`src/rtl/unsigned_approx_mult_pipe.sv`:
```
// unsigned_approx_mult_pipe
// Pipelined unsigned WxW multiplier on a valid/ready stream. The low L
// partial-product rows can be truncated below column KEEP_COL on a
// per-beat basis. The block reports the truncation error for each result
// and keeps a saturating count of approximate results that are delivered.
module unsigned_approx_mult_pipe #(
  parameter int W        = 8,
  parameter int L        = 2,
  parameter int KEEP_COL = 6,
  parameter int STAGES   = 2,
  parameter int CNT_W    = 16
) (
  input  logic             clk,
  input  logic             rst,
  input  logic             in_valid,
  output logic             in_ready,
  input  logic [W-1:0]     in_x,
  input  logic [W-1:0]     in_y,
  input  logic             in_approx,
  output logic             out_valid,
  input  logic             out_ready,
  output logic [2*W-1:0]   out_z,
  output logic [2*W-1:0]   out_err,
  output logic             out_approx,
  input  logic             cnt_clr,
  output logic [CNT_W-1:0] approx_cnt
);

  logic             adv;
  logic [2*W-1:0]   hi_c;
  logic [2*W-1:0]   keep_c;
  logic [2*W-1:0]   drop_c;
  logic [2*W-1:0]   a_c;

  logic [STAGES-1:0] v_q;
  logic [STAGES-1:0] mode_q;
  logic [2*W-1:0]    a_q [STAGES];
  logic [2*W-1:0]    d_q [STAGES];

  // The exact product is split into the approximate product plus the dropped
  // low-row bits. Both travel down the pipe, so the error needs no subtractor
  // and the exact result is recovered with a single add at the output.
  always_comb begin
    hi_c   = ((2*W)'(in_y) * (2*W)'(in_x >> L)) << L;
    keep_c = '0;
    drop_c = '0;
    for (int unsigned i = 0; i < L; i++) begin
      for (int unsigned j = 0; j < W; j++) begin
        if (in_x[i] & in_y[j]) begin
          if (int'(i + j) >= KEEP_COL)
            keep_c = keep_c + ((2*W)'(1) << (i + j));
          else
            drop_c = drop_c + ((2*W)'(1) << (i + j));
        end
      end
    end
    a_c = hi_c + keep_c;
  end

  assign adv      = out_ready | ~out_valid;
  assign in_ready = adv;

  // Pipeline stages: the whole pipe shifts together on adv, holds otherwise.
  always_ff @(posedge clk or posedge rst) begin
    if (rst) begin
      v_q    <= '0;
      mode_q <= '0;
      for (int unsigned i = 0; i < STAGES; i++) begin
        a_q[i] <= '0;
        d_q[i] <= '0;
      end
    end else if (adv) begin
      v_q[0]    <= in_valid;
      mode_q[0] <= in_approx;
      a_q[0]    <= a_c;
      d_q[0]    <= drop_c;
      for (int unsigned i = 1; i < STAGES; i++) begin
        v_q[i]    <= v_q[i-1];
        mode_q[i] <= mode_q[i-1];
        a_q[i]    <= a_q[i-1];
        d_q[i]    <= d_q[i-1];
      end
    end
  end

  assign out_valid  = v_q[STAGES-1];
  assign out_approx = mode_q[STAGES-1];
  assign out_z      = mode_q[STAGES-1] ? a_q[STAGES-1] : a_q[STAGES-1] + d_q[STAGES-1];
  assign out_err    = mode_q[STAGES-1] ? d_q[STAGES-1] : '0;

  // Saturating count of delivered approximate results; clear wins over count.
  always_ff @(posedge clk or posedge rst) begin
    if (rst)
      approx_cnt <= '0;
    else if (cnt_clr)
      approx_cnt <= '0;
    else if (out_valid && out_ready && out_approx && (approx_cnt != '1))
      approx_cnt <= approx_cnt + 1'b1;
  end

endmodule

```
`config.mk`:
```
export PLATFORM = sky130hd
export DESIGN_NAME = unsigned_approx_mult_pipe
export DESIGN_NICKNAME = d
export VERILOG_FILES = /design/src/rtl/unsigned_approx_mult_pipe.sv
export SDC_FILE = /design/constraint.sdc
export NUM_CORES = 1
export LEC_CHECK = 0
export ABC_AREA = 1
export BUFFER_PORTS_ARGS = -buffer_cell sky130_fd_sc_hd__buf_2
export CAP_MARGIN = 20
export CORE_ASPECT_RATIO = 0.75
export CORE_UTILIZATION = 54
export CTS_CLUSTER_DIAMETER = 50
export DETAILED_ROUTE_END_ITERATION = 16
export PLACE_DENSITY = 0.75
export REMOVE_ABC_BUFFERS = 1
export SYNTH_ARGS = -nofsm -noshare
export SYNTH_HDL_FRONTEND = slang
export SYNTH_SLANG_ARGS = --single-unit
```
`constraint.sdc`:
```
create_clock -name clk -period 2.11 [get_ports clk]
set_input_delay 0.3165 -clock clk [delete_from_list [all_inputs] [get_ports clk]]
set_output_delay 0.3165 -clock clk [all_outputs]
set_load 0.005 [all_outputs]
```
-- Word level (Yosys, flattened, before mapping)
Index checks and enable logic that the tools add are counted.
- add/subtract/negate cells: 17
- $mul: 1
- divide/modulo/power cells: 0
- magnitude comparators: 0
- eq/ne operators: 1
- shift-type cells: 0
- multiplexer cells: 20
- bitwise operators: 18
- reductions and logical operators: 4
- operators by type and width (operator ; count):
    16-bit two-way mux ; 17
    16-bit adder ; 2
    16-bit by 3-bit adder with 16-bit output, second input constant ; 2
    16-bit by 4-bit adder with 16-bit output, second input constant ; 2
    16-bit by 5-bit adder with 16-bit output, second input constant ; 2
    16-bit by 6-bit adder with 16-bit output, second input constant ; 2
    16-bit by 8-bit adder with 16-bit output, second input constant ; 2
    16-bit by 1-bit adder with 16-bit output, second input constant ; 1
    16-bit by 2-bit adder with 16-bit output, second input constant ; 1
    16-bit by 7-bit adder with 16-bit output, second input constant ; 1
    16-bit by 9-bit adder with 16-bit output, second input constant ; 1
    1-bit AND ; 16
    16-bit inequality test, second input constant ; 1
    8-bit by 6-bit multiplier with 14-bit output ; 1
    7-bit two-way mux ; 1
    1-bit by 2-bit adder with 3-bit output, second input constant ; 1
    1-bit logical AND ; 3
    3-bit two-way mux ; 1
    2-bit nonzero test ; 1
    1-bit two-way mux ; 1
    1-bit NOT ; 1
    1-bit bitwise OR ; 1
- register bits after elaboration: 84
- bits in latches: 0
- memory bits (writable): 0
- memory bits (read-only): 0
- bits of input ports: 22
- output and inout port bits: 51
- word-level logic and storage cells: 68
- memories kept: 0

-- Longest topological paths before layout
- word-level depth: 22
- mapped depth: 34
- gate-level depth less buffers: 33

-- Worst setup path before layout
Ideal clock, no wire load.
- path kind: input-to-reg
- from: input in_x[7]
- to: register a_q[29] in the netlist's numbering
- library setup time: 0.129 ns
- arrival time: 4.447 ns
- slack: -2.466 ns
- stages on the path: 24
- path through: clkbuf_1 > nand2_1 > fa_1 > fa_1 > fa_1 > inv_1 > ha_1 > nand2_1 > nand2_1 > a31oi_1 > xor2_1 > inv_1 > ha_1 > nand2_1 > nor2_1 > a211oi_1 > nor2_1 > o21ai_0 > nand2_1 > nand2_1 > nor2_1 > or2_0 > nand3_1 > o21ai_1
- word-level cells in the longest chain between the ends: 2
- ends and longest elaborated chain (item ; RTL line ; RTL):
    from (decl) ; 17 ; input logic [W-1:0] in_x,
    8-bit by 6-bit multiplier with 14-bit output ; 44 ; hi_c = ((2*W)'(in_y) * (2*W)'(in_x >> L)) << L;
    16-bit adder ; 57 ; a_c = hi_c + keep_c;
    to (signal, indexed assignment) ; 80 ; a_q[i] <= a_q[i-1];
    to (decl) ; 37 ; logic [2*W-1:0] a_q [STAGES];
No other way between the ends.
A chain may end at the register's enable or synchronous reset.

-- Worst setup path in the final report
- from: input in_y[4]
- to: register a_q[29] in the netlist's numbering
- word-level cells in the longest chain between the ends: 2
- ends and longest elaborated chain (item ; RTL line ; RTL):
    from (decl) ; 18 ; input logic [W-1:0] in_y,
    8-bit by 6-bit multiplier with 14-bit output ; 44 ;
    16-bit adder ; 57 ;
No other way between the ends.

==> results.cfg <==
[place]
detailed_place_hpwl_um = 11600
gp_congestion = 0.910
io_buffers = 67
dp.cells = 1163

[min_path]
min_path_type = primary input to asynchronous set/reset pin

[grt]
first_global_vias = 6338
antenna_found_initial = 0
grt_max_degree = 71
grt_usage_pct = 30.8
grt_pass1_wl_um = 29100
grt-ovfl-total = 0

[setup_path]
arrival_ns = 4.43
end_kind = register
rr_worst_depth = 12
timing.rr.start = approx_cnt[0]
path_max_fanout = 3
worstSetupPathType = primary input to register
max_stage_delay_ns = 0.54
cpMostUsedCell = fa_1
cp_slowest_cell = fa_1
start_kind = primary input
crit_required_ns = 2.33
rrSetupSlack_ns = 0.08
setup.worst_path.start = in_y[4]
reg2reg_to = approx_cnt[11]

[synth]
ys_ff_latch = 70
muxShareOfSynthArea_pct = 0.181
synth-adder-area-share_pct = 17.8
netlist_area_um2 = 6210
async_flop_share_pct = 100
syn_avg_cell_area_um2 = 7.10
ys_seq_area_share_pct = 28.2
synthFlopType = dfrtp_1
synth_xor_xnor_area_share_pct = 2.40
synth_compound_area_share_pct = 10.1
synth_edf_count = 0
syn_inst = 875
synth_simple_gate_area_share_pct = 25.8
yosys_warnings = 0
synth_cell_types = 48
synth_top_family_by_area = simple AND/OR/NAND/NOR gates

[final_layout]
ff_latch_area_um2 = 1750
layout-drive-gt1-share_pct = 40.8
syn_to_final_growth_pct = 47.0
fillerInstances = 575
multiInputGateArea_um2 = 4300
antenna_cells = 0
fin_util_pct = 82.5
nets = 1181
stdcell_count = 1232

[floorplan]
core_um2 = 11100
dieArea_um2 = 11900
fp.dieH_um = 94.9
die_w_um = 126
std_cell_rows = 33
start_util_pct = 56.1
ios = 73

[sta]
hold_viol_final = 0
worstMarginPinSlew_ns = 0.561
clock_skew_ns = 0.00528
finalWorstSetupSlack_ns = -2.10
finalMaxSlewViolations = 0
maxSlewHeadroom_pct = 62.3
period_minus_slack_ns = 4.21
grt_setup_unrepaired = true
max_freq_mhz = 237
period_share_pct = 200
final-setup-viol-count = 29

[cts]
root_buffer = clkbuf_16
cts_tree = done
clock_latency_ns = 0.34
cts_buffer_depth = 2
clkTransAtPathRegs_ns = 0.06
cts_sinks = 70
cts_made_buffers = 9
holdBufCountCts = 0
h-tree-depth = 3

[routing]
drt_iter0_drc = 600
ant_nets = 0
viasPerCell = 5.54
drcViolationCount = 0
drt_pass1_iterations = 5
routed-via-count = 6824
wl_per_cell_um = 16.9
wl_um = 20900

[flow_run]
max_cap_viol_count = 0

[power]
powerDensity_nw_per_um2 = 936
ir_drop_mv = 0.712
power_leakage_nw = 5.04

[run_status]
status = finished, violations left
violations = negative setup slack
==> cell usage after synthesis, types with 2 or more instances <==
library cell	number	area, um2
buf_6	3	33.8
a22o_1	2	17.5
nor4_1	3	18.8
o21ai_0	58	290
buf_2	2	10.0
fa_1	27	541
nor2_2	4	25.0
buf_4	10	75.1
nand3_2	6	60.1
or2_2	2	12.5
dfrtp_1	70	1750
clkbuf_1	21	78.8
nor2_1	51	191
a31oi_1	2	12.5
a21oi_1	29	145
o21bai_1	4	30.0
a21o_1	2	15.0
nor2_4	2	22.5
o21ai_1	2	10.0
inv_2	6	22.5
nand2_2	17	106
inv_1	194	728
o21a_1	2	15.0
nor3_1	10	50.1
nand3_1	33	165
nand2_1	220	826
xnor2_1	2	17.5
xor2_1	15	131
nand2_4	4	45.0
ha_1	45	563
o21ai_2	2	17.5
o22ai_1	4	25.0
nand4_1	6	37.5
==> sequential cells by signal, indices dropped and copies added (netlist names) <==
signal	count
v_q	2
a_q	28
d_q	22
approx_cnt	16
mode_q	2
==> stage by stage <==
step	hold slack [ns]	TNS [ns]	power (mW)	instance area (um2)	setup slack, ns
after detailed placement	0.426	-31.60	5.04	7410	-2.67
after global routing	0.0761	-32.05	8.97	9120	-2.21
after floorplan	0.383	-51.94	3.61	6020	-2.31
final	0.0404	-28.95	8.54	9120	-2.10
after global placement	0.424	-29.68	4.94	7410	-2.52
after CTS	0.0713	-24.44	7.48	8570	-1.96
==> what timing repair did <==
item,in CTS,in global routing
gates resized for setup,153,110
setup endpoints to repair,28,37
pin swaps,72,80
hold endpoints to repair,0,0
setup buffers,38,26
cloned,0,0
==> critical path, delay by kind of cell <==
family / cells / cell delay, ns
AOI/OAI and AO/OA: 4 / 0.62
xor gates and xnor gates: 1 / 0.17
adders and majority gates: 5 / 2.10
buffers and inverters: 6 / 0.46
and+or+nand+nor: 9 / 0.76
==> worst max path at each step <==
stage / end / slack, ns / cells after the start
after detailed placement: a_q[29] / -2.67 / 26
after global routing: a_q[29] / -2.21 / 25
after CTS: a_q[29] / -1.96 / 26
final: a_q[29] / -2.10 / 25
after floorplan: a_q[29] / -2.31 / 25
after global placement: a_q[29] / -2.52 / 26
==> cells by family (layout without fill, tap and decap cells) <==
family | after synthesis | after routing
AO/OA/AOI/OAI | 113 | 113
XOR/XNOR | 17 | 17
adder cells (fa/ha/maj) | 72 | 72
buffers and inverters | 239 | 452
flip-flops | 70 | 70
multiplexers | 1 | 1
other | 1 | 5
AND/OR/NAND/NOR | 362 | 362
==> metal layers <==
layer / track usage [%] / part of all wire (%) / wire length [um]
met4: 10.9 / 5.1 / 1070
met2: 53.3 / 49 / 10200
met1: 38.4 / 39 / 8110
met3: 6.69 / 7.1 / 1470
met5: 0 / 0 / 0
==> area by class of cell <==
type                       instances  area share, %
timing repair buffer             234           19.6
multi-input combinational        570           47.2
clock buffer                      10           2.62
clock inverter                     6           1.01
inverter                         202           8.43
tap                              140           1.92
sequential                        70           19.2
==> report_power, final <==
| group | total, mW | switching, mW | internal (mW) |
|---|---|---|---|
| clock network | 1.71 | 0.629 | 1.08 |
| registers | 1.82 | 0.206 | 1.62 |
| logic | 5.01 | 2.64 | 2.37 |
==> cells in the final DEF, fill, tap and decap left out, types with 4 or more instances in the layout <==
cell type	synthesis	final
a21oi_1	29	19
a21oi_2	0	8
buf_2	2	60
buf_4	10	128
buf_6	3	44
clkbuf_16	0	9
conb_1	1	5
dfrtp_1	70	70
fa_1	27	24
ha_1	45	24
ha_2	0	4
ha_4	0	17
inv_1	194	166
inv_2	6	30
inv_4	0	4
nand2_1	220	184
nand2_2	17	35
nand2_4	4	22
nand3_1	33	21
nand3_2	6	15
nand4_1	6	6
nor2_1	51	32
nor2_2	4	12
nor2_4	2	13
nor3_1	10	7
o21ai_0	58	39
o21ai_1	2	14
o21ai_2	2	8
o21bai_1	4	4
xor2_1	15	14
Note: power is estimated with default switching activity, not from simulation.
